===== src/rtl/serial_adder_pkg.sv =====
// Shared definitions for the bit-serial adder: FSM encoding and default operand width.
package serial_adder_pkg;

    localparam int DEFAULT_WIDTH = 16;

    typedef enum logic [1:0] {
        IDLE  = 2'd0,
        SHIFT = 2'd1,
        DONE  = 2'd2
    } state_t;

endpackage


===== src/rtl/serial_adder_full_adder.sv =====
// Single-bit full adder cell shared with the carry-select adder; purely combinational.
module FullAdder (
    input  logic a,
    input  logic b,
    input  logic c_in,
    output logic sum,
    output logic c_out
);

    assign sum   = a ^ b ^ c_in;
    assign c_out = (a & b) | (c_in & (a ^ b));

endmodule


===== src/rtl/serial_adder.sv =====
// Bit-serial WIDTH-bit adder: one FullAdder, LSB-first, carry held in a flip-flop.
// Define SERIAL_ADDER_OVF_EN to add the registered signed-overflow output.
module serial_adder
    import serial_adder_pkg::*;
#(
    parameter int WIDTH = DEFAULT_WIDTH
) (
    input  logic             clk,
    input  logic             rst,
    input  logic             start,
    input  logic [WIDTH-1:0] a,
    input  logic [WIDTH-1:0] b,
    input  logic             c_in,
    output logic             busy,
    output logic             done,
    output logic [WIDTH-1:0] sum,
    output logic             c_out
`ifdef SERIAL_ADDER_OVF_EN
    ,
    output logic             overflow
`endif
);

    localparam int             CW   = $clog2(WIDTH);
    localparam logic [CW-1:0]  LAST = CW'(WIDTH - 1);

    state_t           state;
    state_t           state_next;
    logic [WIDTH-1:0] a_sr;
    logic [WIDTH-1:0] b_sr;
    logic [WIDTH-1:0] s_sr;
    logic             carry_q;
    logic [CW-1:0]    cnt;
    logic             fa_sum;
    logic             fa_cout;

    FullAdder u_fa (
        .a     (a_sr[0]),
        .b     (b_sr[0]),
        .c_in  (carry_q),
        .sum   (fa_sum),
        .c_out (fa_cout)
    );

    // NOTE: non-blocking (<=) in clocked blocks so every flop samples pre-edge values.
    always_ff @(posedge clk or posedge rst) begin
        if (rst) state <= IDLE;
        else     state <= state_next;
    end

    // NOTE: default assignment first so no path leaves state_next unassigned (no latch).
    always_comb begin
        state_next = state;
        case (state)
            IDLE:    if (start) state_next = SHIFT;
            SHIFT:   if (cnt == LAST) state_next = DONE;
            DONE:    state_next = IDLE;
            default: state_next = IDLE;
        endcase
    end

    always_comb begin
        busy = (state == SHIFT);
        done = (state == DONE);
    end

    // NOTE: datapath registers are reset too, so an aborted addition leaves nothing behind.
    always_ff @(posedge clk or posedge rst) begin
        if (rst) begin
            a_sr     <= '0;
            b_sr     <= '0;
            s_sr     <= '0;
            carry_q  <= 1'b0;
            cnt      <= '0;
            sum      <= '0;
            c_out    <= 1'b0;
`ifdef SERIAL_ADDER_OVF_EN
            overflow <= 1'b0;
`endif
        end else begin
            case (state)
                IDLE: begin
                    if (start) begin
                        a_sr    <= a;
                        b_sr    <= b;
                        carry_q <= c_in;
                        cnt     <= '0;
                    end
                end
                SHIFT: begin
                    a_sr    <= a_sr >> 1;
                    b_sr    <= b_sr >> 1;
                    s_sr    <= {fa_sum, s_sr[WIDTH-1:1]};
                    carry_q <= fa_cout;
                    cnt     <= cnt + 1'b1;
                    // Final bit: publish the completed word, not the stale s_sr.
                    if (cnt == LAST) begin
                        sum      <= {fa_sum, s_sr[WIDTH-1:1]};
                        c_out    <= fa_cout;
`ifdef SERIAL_ADDER_OVF_EN
                        overflow <= carry_q ^ fa_cout;
`endif
                    end
                end
                default: ;
            endcase
        end
    end

endmodule

===== config.mk =====
export PLATFORM = sky130hd
export DESIGN_NAME = serial_adder
export DESIGN_NICKNAME = d
export VERILOG_FILES = /design/src/rtl/serial_adder_pkg.sv /design/src/rtl/serial_adder_full_adder.sv /design/src/rtl/serial_adder.sv
export SDC_FILE = /design/constraint.sdc
export NUM_CORES = 1
export LEC_CHECK = 0
export ABC_CLOCK_PERIOD_IN_PS = 3900
export BUFFER_PORTS_ARGS = -buffer_cell sky130_fd_sc_hd__buf_4
export CAP_MARGIN = 30
export CORE_AREA = 8 8 83 85
export DETAILED_ROUTE_END_ITERATION = 8
export DIE_AREA = 0 0 91 93
export GPL_ROUTABILITY_DRIVEN = 1
export GPL_TIMING_DRIVEN = 0
export HOLD_SLACK_MARGIN = 0.06
export PLACE_DENSITY_LB_ADDON = 0.25
export SKIP_CTS_REPAIR_TIMING = 1
export SYNTH_ARGS = -nofsm -noshare
export SYNTH_HDL_FRONTEND = slang
export SYNTH_SLANG_ARGS = --single-unit

===== constraint.sdc =====
create_clock -name clk -period 3.9 [get_ports clk]
set_clock_uncertainty 0.1 [all_clocks]
set_input_delay 0.39 -clock clk [delete_from_list [all_inputs] [get_ports clk]]
set_output_delay 0.39 -clock clk [all_outputs]
set_load 0.01 [all_outputs]

==> results of run 1 <==
cell usage in the layout, fill, tap and decap left out:
master	netlist	routed
buf_12	1	1
nor2_8	1	1
o21ai_0	27	27
bufinv_16	0	1
mux2_2	8	8
a22o_1	2	2
mux2i_1	1	1
and2b_1	7	7
nand3_2	1	1
fa_1	1	1
nand3_1	2	2
nand2b_1	2	2
mux2_4	9	9
clkbuf_8	0	11
clkinvlp_4	0	1
a21oi_1	33	33
dfrtp_1	71	71
clkbuf_1	9	10
buf_2	3	3
buf_4	3	57
nor2b_1	28	28
ha_1	1	1
nand2_1	49	49
buf_6	5	5
buf_1	2	2
a41oi_1	1	1
a22oi_1	31	31
inv_2	1	1
o311ai_0	1	1
clkinv_2	0	1
o21ai_1	7	7
o21bai_1	1	1
inv_4	0	1
worst max-delay path by stage:
stage                     endpoint      from  slack, ns
after CTS                     done  state[1]       1.75
final                         done  state[1]       1.76
after global placement     sum[12]       rst       0.76
after floorplan            a_sr[0]       rst       1.61
after global routing          done  state[1]       1.68
after detailed placement      done  state[1]       2.14
stage by stage:
| step | instances | setup WS (ns) |
|---|---|---|
| detailed placement | 438 | 2.14 |
| global route | 453 | 1.68 |
| global placement | 438 | 0.760 |
| finish | 453 | 1.76 |
| CTS | 453 | 1.75 |
| floorplan | 309 | 1.61 |
cells by family after synthesis:
kind of cell	count (synthesis)	synth area share
compound gates	103	0.186
fa+ha+maj	2	0.00991
buf+inv	25	0.0496
flops	71	0.541
mux	18	0.0717
simple gates	90	0.141
registers in the layout, summed over array words and instances, names as in the netlist:
name     flops
b_sr        16
cnt          4
s_sr        15
sum         16
carry_q      1
a_sr        16
state        2
c_out        1
per-layer routing:
| metal | part of all wire | vias to the layer above |
|---|---|---|
| met1 | 0.45 | 1255 |
| met2 | 0.48 | 56 |
| met3 | 0.052 | 9 |
| met4 | 0.014 | 0 |
| li1 | - | 1214 |
| met5 | 0 | - |
layout make-up:
class | count | area, um2 | area share
plain buffers | 23 | 155 | 0.0390
clock buffers | 12 | 155 | 0.0390
clock inverters | 3 | 42.5 | 0.0107
inverters | 2 | 10.0 | 0.00251
multi-input cells | 213 | 1340 | 0.337
flip-flops and latches | 71 | 1780 | 0.446
well taps | 75 | 93.8 | 0.0236
repair buffers | 54 | 405 | 0.102
power by group:
part / switching (uW) / internal [uW] / total, uW
Sequential: 211 / 1040 / 1250
Clock: 260 / 326 / 586
Combinational: 586 / 546 / 1130
worst reg2reg max path, delay by kind of cell, from the launching register on:
kind | cells | cell delay [ns]
simple gates | 2 | 0.36
fa+ha+maj | 1 | 0.25
mux | 1 | 0.30
flops | 1 | 0.38
buf+inv | 1 | 0.18
==> flow_summary.json, run 1 <==
{
  "rsz0062_at_grt": "no",
  "met2_use_gr": 0.259,
  "ys_ff_latch": 71,
  "final_design_area_no_fill_um2": 3980,
  "grt_remaining_overflow": 0,
  "worst_pin_slew_ns": 0.847,
  "timing.critical_path.buf_inv": 3,
  "antenna_found_initial": 0,
  "setup.reg_to_reg.worst_slack_ns": 2.21,
  "max-clock-path-buffers": 2,
  "largest_net_degree_at_the_start_of_global_routing": 72,
  "setup_tns_ns": 0,
  "hold_class": "in -> async",
  "layout.filler_cells": 452,
  "design_power_total_uw": 2970,
  "final_core_util": 0.701,
  "path_max_fanout": 10,
  "grt_pass1_vias": 2424,
  "ys_types": 29,
  "syn_area_um2": 3280,
  "timing.critical_path.cells": "buf_2 -> buf_1 -> nor2b_1 -> buf_4",
  "clk_root_buffer_cell": "clkbuf_8",
  "start_util": 0.578,
  "synth_largest_type_area_fraction": 0.541,
  "cap_viol_max_count": 0,
  "rr_endpoint": "c_out",
  "cts_sinks": 71,
  "rows": 28,
  "achievable-frequency_ghz": 0.468,
  "powerDensity_nw_per_um2": 745,
  "yosys-top-cells-area": "dfrtp_1, a22oi_1, nand2_1",
  "cp-end-kind": "output pin",
  "routed_wl_um": 7110,
  "regToRegStartpoint": "cnt[0]",
  "global_route_wire_length_before_repair_um": 11700,
  "insertedDiodeCount": 0,
  "total_setup_violations_reported_at_the_end_of_the_flow": 0,
  "track_usage": 0.170,
  "timing.final.hold_violations": 0,
  "grt_use_met3": 0.0497,
  "finish.net_count": 412,
  "number_of_h_tree_branching_levels": 3,
  "fin_crit_sh": 0.548,
  "worst_setup_path_start_kind": "register",
  "syn_nets": 347,
  "yosysTopAreaCell": "dfrtp_1",
  "synth_enable_flop_cells": 0,
  "drc_errors": 0,
  "timing.max_slew.rel_slack": 0.435,
  "clock_latency_ns": 0.34,
  "synth_seq_area_share": 0.541,
  "cts-buffers-inserted": 9,
  "ys_async_sr_fraction": 1.00,
  "r2r.worst_path.cells": 5,
  "viasPerCell": 5.59,
  "area_delta_synth_final_pct": 21.3,
  "wire_per_inst_um": 15.7,
  "path_depth": 4,
  "total_of_buffers_placed_on_input_and_output_ports": 54,
  "power_leakage_uw": 0.00189,
  "vias": 2534,
  "run_status": "completed",
  "crit_family": "buffers and inverters",
  "grt-busiest-layer": "met2",
  "slowest_delay_ns": 0.41,
  "gp_congestion": 0.814,
  "vdd_ir_drop_max_v": 0.000371,
  "cpMaxStageDelayCell": "buf_1",
  "cell_with_the_most_instances_after_synthesis": "dfrtp_1",
  "synth_warnings": 0,
  "core_area_um2": 5680,
  "synth_flop_cell": "dfrtp_1",
  "clkSlewWorstSetupHoldPaths_ns": 0.07,
  "crit_required_ns": 3.41,
  "drt_pass1_iterations": 4,
  "final_critical_delay_including_setup_and_external_delays_ns": 2.14,
  "dpl-instance-area_um2": 3780,
  "cts_tree": "yes",
  "met1_usage": 0.222,
  "die_w_um": 91,
  "yosys-top-cells-count": "dfrtp_1, nand2_1, a21oi_1",
  "die_area_um2": 8460,
  "io_pins": 55,
  "worstPathArrival_ns": 1.65,
  "synthCells": 309,
  "drive_gt1_frac": 0.267,
  "synth_area_per_cell_um2": 10.6,
  "setup.worst_path.class": "reg -> out",
  "detail-route-antenna-nets": 0,
  "hold_ws_ns": 0.118,
  "vertical_die_dimension_um": 93,
  "initialDrtViolationCount": 206,
  "slew_viol_final": 0,
  "post-dp-hpwl_um": 4820
}
No activity file was read; power rests on OpenSTA's default activity.
==> run 2: changes to the inputs <==
--- a/config.mk
+++ b/config.mk
@@ -5,12 +5,13 @@
 export SDC_FILE = /design/constraint.sdc
 export NUM_CORES = 1
 export LEC_CHECK = 0
-export ABC_CLOCK_PERIOD_IN_PS = 3900
+export ABC_AREA = 1
+export ABC_CLOCK_PERIOD_IN_PS = 1850
 export BUFFER_PORTS_ARGS = -buffer_cell sky130_fd_sc_hd__buf_4
 export CAP_MARGIN = 30
-export CORE_AREA = 8 8 83 85
+export CORE_AREA = 8 8 87 89
 export DETAILED_ROUTE_END_ITERATION = 8
-export DIE_AREA = 0 0 91 93
+export DIE_AREA = 0 0 95 97
 export GPL_ROUTABILITY_DRIVEN = 1
 export GPL_TIMING_DRIVEN = 0
 export HOLD_SLACK_MARGIN = 0.06
==> constraint.sdc (replaced) <==
create_clock -name clk -period 1.85 [get_ports clk]
set_clock_uncertainty 0.1 [all_clocks]
set_input_delay 0.185 -clock clk [delete_from_list [all_inputs] [get_ports clk]]
set_output_delay 0.185 -clock clk [all_outputs]
set_load 0.01 [all_outputs]
==> flow_summary.json, run 2 <==
{
  "cell_with_the_most_instances_after_synthesis": "nand2_1",
  "viasPerCell": 5.00,
  "total_of_buffers_placed_on_input_and_output_ports": 54,
  "core_area_um2": 6200,
  "vertical_die_dimension_um": 97,
  "antenna_found_initial": 0,
  "most_used_cells_in_the_layout_excluding_fill_and_tap_cells": "nand2_1, dfrtp_1, nand3_1",
  "top_regs": "a_sr: 16 flops, b_sr: 16 flops, sum: 16 flops",
  "timing.critical_path.cells": "inv_2 -> nand2_2 -> inv_2 -> buf_4",
  "vdd_ir_drop_max_v": 0.000690,
  "cpMaxStageDelayCell": "dfrtp_1",
  "clock_latency_ns": 0.34,
  "layout.filler_cells": 513,
  "path_max_fanout": 15,
  "rsz0062_at_grt": "no",
  "synthCells": 346,
  "clk_root_buffer_cell": "clkbuf_8",
  "synth_warnings": 0,
  "vias": 2630,
  "total_setup_violations_reported_at_the_end_of_the_flow": 0,
  "grt_remaining_overflow": 0,
  "grt_pass1_vias": 2417,
  "yosysTopAreaCell": "dfrtp_1",
  "synth_flop_cell": "dfrtp_1",
  "synth_seq_area_share": 0.588,
  "ys_types": 20,
  "detail-route-antenna-nets": 0,
  "cp-end-kind": "output pin",
  "area_delta_synth_final_pct": 34.4,
  "drc_errors": 0,
  "io_pins": 55,
  "die_w_um": 95,
  "syn_nets": 384,
  "fin_crit_sh": 0.905,
  "cts_tree": "yes",
  "drt_pass1_iterations": 4,
  "hold_class": "in -> reg",
  "final_core_util": 0.654,
  "die_area_um2": 9220,
  "setup.worst_path.class": "reg -> out",
  "run_status": "completed",
  "crit_required_ns": 1.56,
  "max-clock-path-buffers": 2,
  "track_usage": 0.157,
  "setup_tns_ns": 0,
  "ys_ff_latch": 71,
  "layout.cells.most_common": "nand2_1",
  "timing.final.hold_violations": 0,
  "cts_sinks": 71,
  "power_leakage_uw": 0.00210,
  "achievable-frequency_ghz": 0.597,
  "global_route_wire_length_before_repair_um": 11500,
  "wire_per_inst_um": 13.8,
  "final_critical_delay_including_setup_and_external_delays_ns": 1.67,
  "path_common_cell": "inv_2",
  "post-dp-hpwl_um": 4830,
  "yosys-top-cells-area": "dfrtp_1, nand2_1, nand3_1",
  "layoutNonFillerInstCount": 526,
  "cts-buffers-inserted": 9,
  "timing.max_slew.rel_slack": 0.517,
  "initialDrtViolationCount": 126,
  "worstPathArrival_ns": 1.39,
  "start_util": 0.487,
  "number_of_h_tree_branching_levels": 3,
  "synth_largest_type_area_fraction": 0.588,
  "slew_viol_final": 0,
  "worst_setup_path_start_kind": "register",
  "powerDensity_nw_per_um2": 1360,
  "slowest_delay_ns": 0.37,
  "insertedDiodeCount": 0,
  "largest_net_degree_at_the_start_of_global_routing": 40,
  "ys_async_sr_fraction": 1.00,
  "gp_congestion": 0.744,
  "synth_enable_flop_cells": 0,
  "rows": 29,
  "syn_area_um2": 3020,
  "placedCellCount": 478,
  "drive_gt1_frac": 0.200,
  "yosys-top-cells-count": "nand2_1, dfrtp_1, nand3_1",
  "routed_wl_um": 7250,
  "worst_pin_slew_ns": 0.722,
  "synth_area_per_cell_um2": 8.73,
  "finish.net_count": 483,
  "cap_viol_max_count": 0,
  "clkSlewWorstSetupHoldPaths_ns": 0.07
}
[run 2: layout make-up]
class	instances	area, um2	share of cell area
inverters	4	18.8	0.00463
repair buffers	89	766	0.189
plain buffers	20	104	0.0256
multi-input cells	250	1120	0.276
flip-flops and latches	71	1780	0.438
clock buffers	15	176	0.0435
well taps	77	96.3	0.0238
[run 2: power by group]
| part | leakage (uW) | internal, uW | switching [uW] | total (uW) |
|---|---|---|---|---|
| combinational | 0.00109 | 780 | 1080 | 1860 |
| sequential | 0.000920 | 2160 | 394 | 2560 |
| clock | 0.0000898 | 592 | 521 | 1110 |
[run 2: through the flow]
step                      worst slack [ns]  total power (uW)  hold WS [ns]  instance area [um2]
after floorplan                      0.516              3690         0.195                 3020
after global placement               0.265              4300         0.291                 3520
after detailed placement             0.310              4400         0.250                 3540
after CTS                           0.0571              5520        -0.119                 3720
after global routing                0.0620              5960         0.254                 4060
final                                0.175              5530         0.236                 4060
[run 2: cell families after synthesis]
logic type,Yosys count,share of synthesized area
DFF,71,0.588
buffers and inverters,25,0.0410
AOI/OAI and AO/OA,20,0.0332
xor gates and xnor gates,1,0.00290
adders and majority gates,2,0.0108
and+or+nand+nor,227,0.324
[run 2: routing by layer]
layer | routed length (um) | global-route usage | vias to the layer above
li1 | - | - | 1316
met1 | 3130 | 0.205 | 1228
met2 | 3550 | 0.238 | 70
met3 | 366 | 0.0379 | 16
met4 | 193 | 0.0721 | 0
met5 | 0 | 0 | -
[run 2: final timing paths]
check	start	endpoint	slack, ns	depth (start not counted)
setup reg to reg	cnt[0]	sum[4]	0.30	5
min in group asynchronous	rst	sum[9]	0.42	3
max in group asynchronous	rst	a_sr[6]	0.62	4
hold reg to reg	b_sr[3]	b_sr[2]	0.40	2
hold / removal	start	a_sr[14]	0.24	5
setup / recovery	state[1]	busy	0.18	4
[run 2: worst max-delay path, delay by kind of cell, from the launching register on]
| kind | cells | cell delay (ns) |
|---|---|---|
| and+or+nand+nor | 1 | 0.16 |
| buffers and inverters | 3 | 0.52 |
| DFF | 1 | 0.37 |
==> run 3: changes to the inputs <==
--- a/config.mk
+++ b/config.mk
@@ -6,12 +6,12 @@
 export NUM_CORES = 1
 export LEC_CHECK = 0
 export ABC_AREA = 1
-export ABC_CLOCK_PERIOD_IN_PS = 1850
+export ABC_CLOCK_PERIOD_IN_PS = 1800
 export BUFFER_PORTS_ARGS = -buffer_cell sky130_fd_sc_hd__buf_4
 export CAP_MARGIN = 30
-export CORE_AREA = 8 8 87 89
+export CORE_AREA = 8 8 84 86
 export DETAILED_ROUTE_END_ITERATION = 8
-export DIE_AREA = 0 0 95 97
+export DIE_AREA = 0 0 92 94
 export GPL_ROUTABILITY_DRIVEN = 1
 export GPL_TIMING_DRIVEN = 0
 export HOLD_SLACK_MARGIN = 0.06
==> constraint.sdc (replaced) <==
create_clock -name clk -period 1.8 [get_ports clk]
set_clock_uncertainty 0.1 [all_clocks]
set_input_delay 0.18 -clock clk [delete_from_list [all_inputs] [get_ports clk]]
set_output_delay 0.18 -clock clk [all_outputs]
set_load 0.01 [all_outputs]
==> flow_summary.json, run 3 (synthesis gave the netlist of run 2 again) <==
{
  "met1_wire_length_um": 3260,
  "power_leakage_uw": 0.00213,
  "track_usage": 0.162,
  "slew_viol_final": 0,
  "total_setup_violations_reported_at_the_end_of_the_flow": 0,
  "path_common_cell": "inv_2",
  "die_area_um2": 8650,
  "viasPerCell": 5.16,
  "highest-signal-layer": "met4",
  "worst_setup_path_start_kind": "register",
  "worstPathArrival_ns": 1.38,
  "antenna_found_initial": 0,
  "cpMaxStageDelayCell": "dfrtp_1",
  "cts-buffers-inserted": 9,
  "rsz0062_at_grt": "no",
  "die_w_um": 92,
  "layout.cells.most_common": "nand2_1",
  "wire_per_inst_um": 14.1,
  "layout.filler_cells": 440,
  "clk_root_buffer_cell": "clkbuf_8",
  "drive_gt1_frac": 0.207,
  "whs_endpoint": "a_sr[14]",
  "post-dp-hpwl_um": 4800,
  "achievable-frequency_ghz": 0.603,
  "vias": 2708,
  "cts_tree": "yes",
  "crit_required_ns": 1.52,
  "hold_class": "in -> reg",
  "timing.critical_path.cells": "inv_2 -> nand2_2 -> inv_2 -> buf_4",
  "run_status": "completed",
  "global_route_wire_length_before_repair_um": 11300,
  "cap_viol_max_count": 0,
  "layoutNonFillerInstCount": 525,
  "insertedDiodeCount": 0,
  "gp_congestion": 0.816,
  "vdd_ir_drop_max_v": 0.000872,
  "routed_wl_um": 7410,
  "setup.reg_to_reg.worst_slack_ns": 0.24,
  "drc_errors": 0,
  "vertical_die_dimension_um": 94,
  "crit_family": "buffers and inverters",
  "cts_sinks": 71,
  "powerDensity_nw_per_um2": 1440,
  "timing.max_slew.rel_slack": 0.683,
  "r2r.worst_path.cells": 5,
  "worst_pin_slew_ns": 0.475,
  "fin_crit_sh": 0.921,
  "path_max_fanout": 15,
  "setup_tns_ns": 0,
  "number_of_h_tree_branching_levels": 3,
  "final_critical_delay_including_setup_and_external_delays_ns": 1.66,
  "largest_net_degree_at_the_start_of_global_routing": 30,
  "setup.worst_path.class": "reg -> out",
  "start_util": 0.525,
  "clock_latency_ns": 0.34,
  "detailroute.wirelength.met2_um": 3680,
  "rows": 28,
  "timing.critical_path.buf_inv": 3,
  "start_point_of_the_worst_min_delay_path": "start",
  "top_regs": "a_sr: 16 flops, b_sr: 16 flops, sum: 16 flops",
  "grt_remaining_overflow": 0,
  "timing.final.hold_violations": 0,
  "max-clock-path-buffers": 2,
  "total_of_buffers_placed_on_input_and_output_ports": 54,
  "initialDrtViolationCount": 127,
  "regToRegStartpoint": "cnt[0]",
  "clkSlewWorstSetupHoldPaths_ns": 0.07,
  "area_delta_synth_final_pct": 36.3,
  "slowest_delay_ns": 0.38,
  "rr_endpoint": "c_out",
  "holdPathStages": 5,
  "routed_wl_met3_um": 343,
  "io_pins": 55,
  "most_used_cells_in_the_layout_excluding_fill_and_tap_cells": "nand2_1, dfrtp_1, nand3_1",
  "core_area_um2": 5750,
  "detail-route-antenna-nets": 0,
  "grt_pass1_vias": 2460,
  "finish.net_count": 484,
  "cp-end-kind": "output pin",
  "placedCellCount": 477,
  "drt_pass1_iterations": 5
}
## run 3: changes by cell type in the layout (fill, tap and decap cells not counted), sizes merged
cell	delta
buf	+1
bufinv	+2
clkinv	+2
clkbuf	-4
## run 3: how the worst max path moves through the flow
stage | to | slack, ns | start | cells past startpoint
global placement | a_sr[4] | 0.23 | rst | 2
floorplan | sum[2] | 0.47 | cnt[0] | 5
finish | busy | 0.14 | state[1] | 4
CTS | busy | 0.03 | state[1] | 5
global route | busy | 0.02 | state[1] | 4
detailed placement | sum[4] | 0.27 | cnt[0] | 5
## run 3: tightest hold or removal path, stage by stage
cell	delay, ns
buf_4	0.11
nand2_1	0.10
nor2_2	0.08
nand2_1	0.06
nand3_1	0.06
## run 3: area by class of cell
| type | count | area [um2] | area share |
|---|---|---|---|
| Multi-Input combinational cell | 250 | 1120 | 0.272 |
| Timing Repair Buffer | 90 | 793 | 0.193 |
| Sequential cell | 71 | 1780 | 0.432 |
| Inverter | 4 | 18.8 | 0.00456 |
| Clock inverter | 4 | 70.1 | 0.0170 |
| Clock buffer | 11 | 141 | 0.0343 |
| Tap cell | 75 | 93.8 | 0.0228 |
| Buffer | 20 | 104 | 0.0252 |
## run 3: metal layers
metal / track usage / vias up
li1: - / 1325
met3: 0.0416 / 13
met1: 0.203 / 1297
met5: 0 / -
met4: 0.0765 / 0
met2: 0.257 / 73
## run 3: power by group
part / switching [uW] / internal, uW
Clock: 549 / 806
Combinational: 1120 / 808
Sequential: 407 / 2220
## run 3: per-stage QoR
step | cell area [um2] | power, uW | worst slack [ns] | hold slack (ns) | util
5_1_grt | 4120 | 6340 | 0.0183 | 0.224 | 0.716
4_1_cts | 3780 | 5900 | 0.0250 | -0.229 | 0.658
3_5_place_dp | 3570 | 4530 | 0.272 | 0.138 | 0.621
6_report | 4120 | 5910 | 0.142 | 0.198 | 0.716
2_1_floorplan | 3020 | 3790 | 0.466 | 0.190 | -
3_3_place_gp | 3520 | 4420 | 0.225 | 0.286 | 0.613
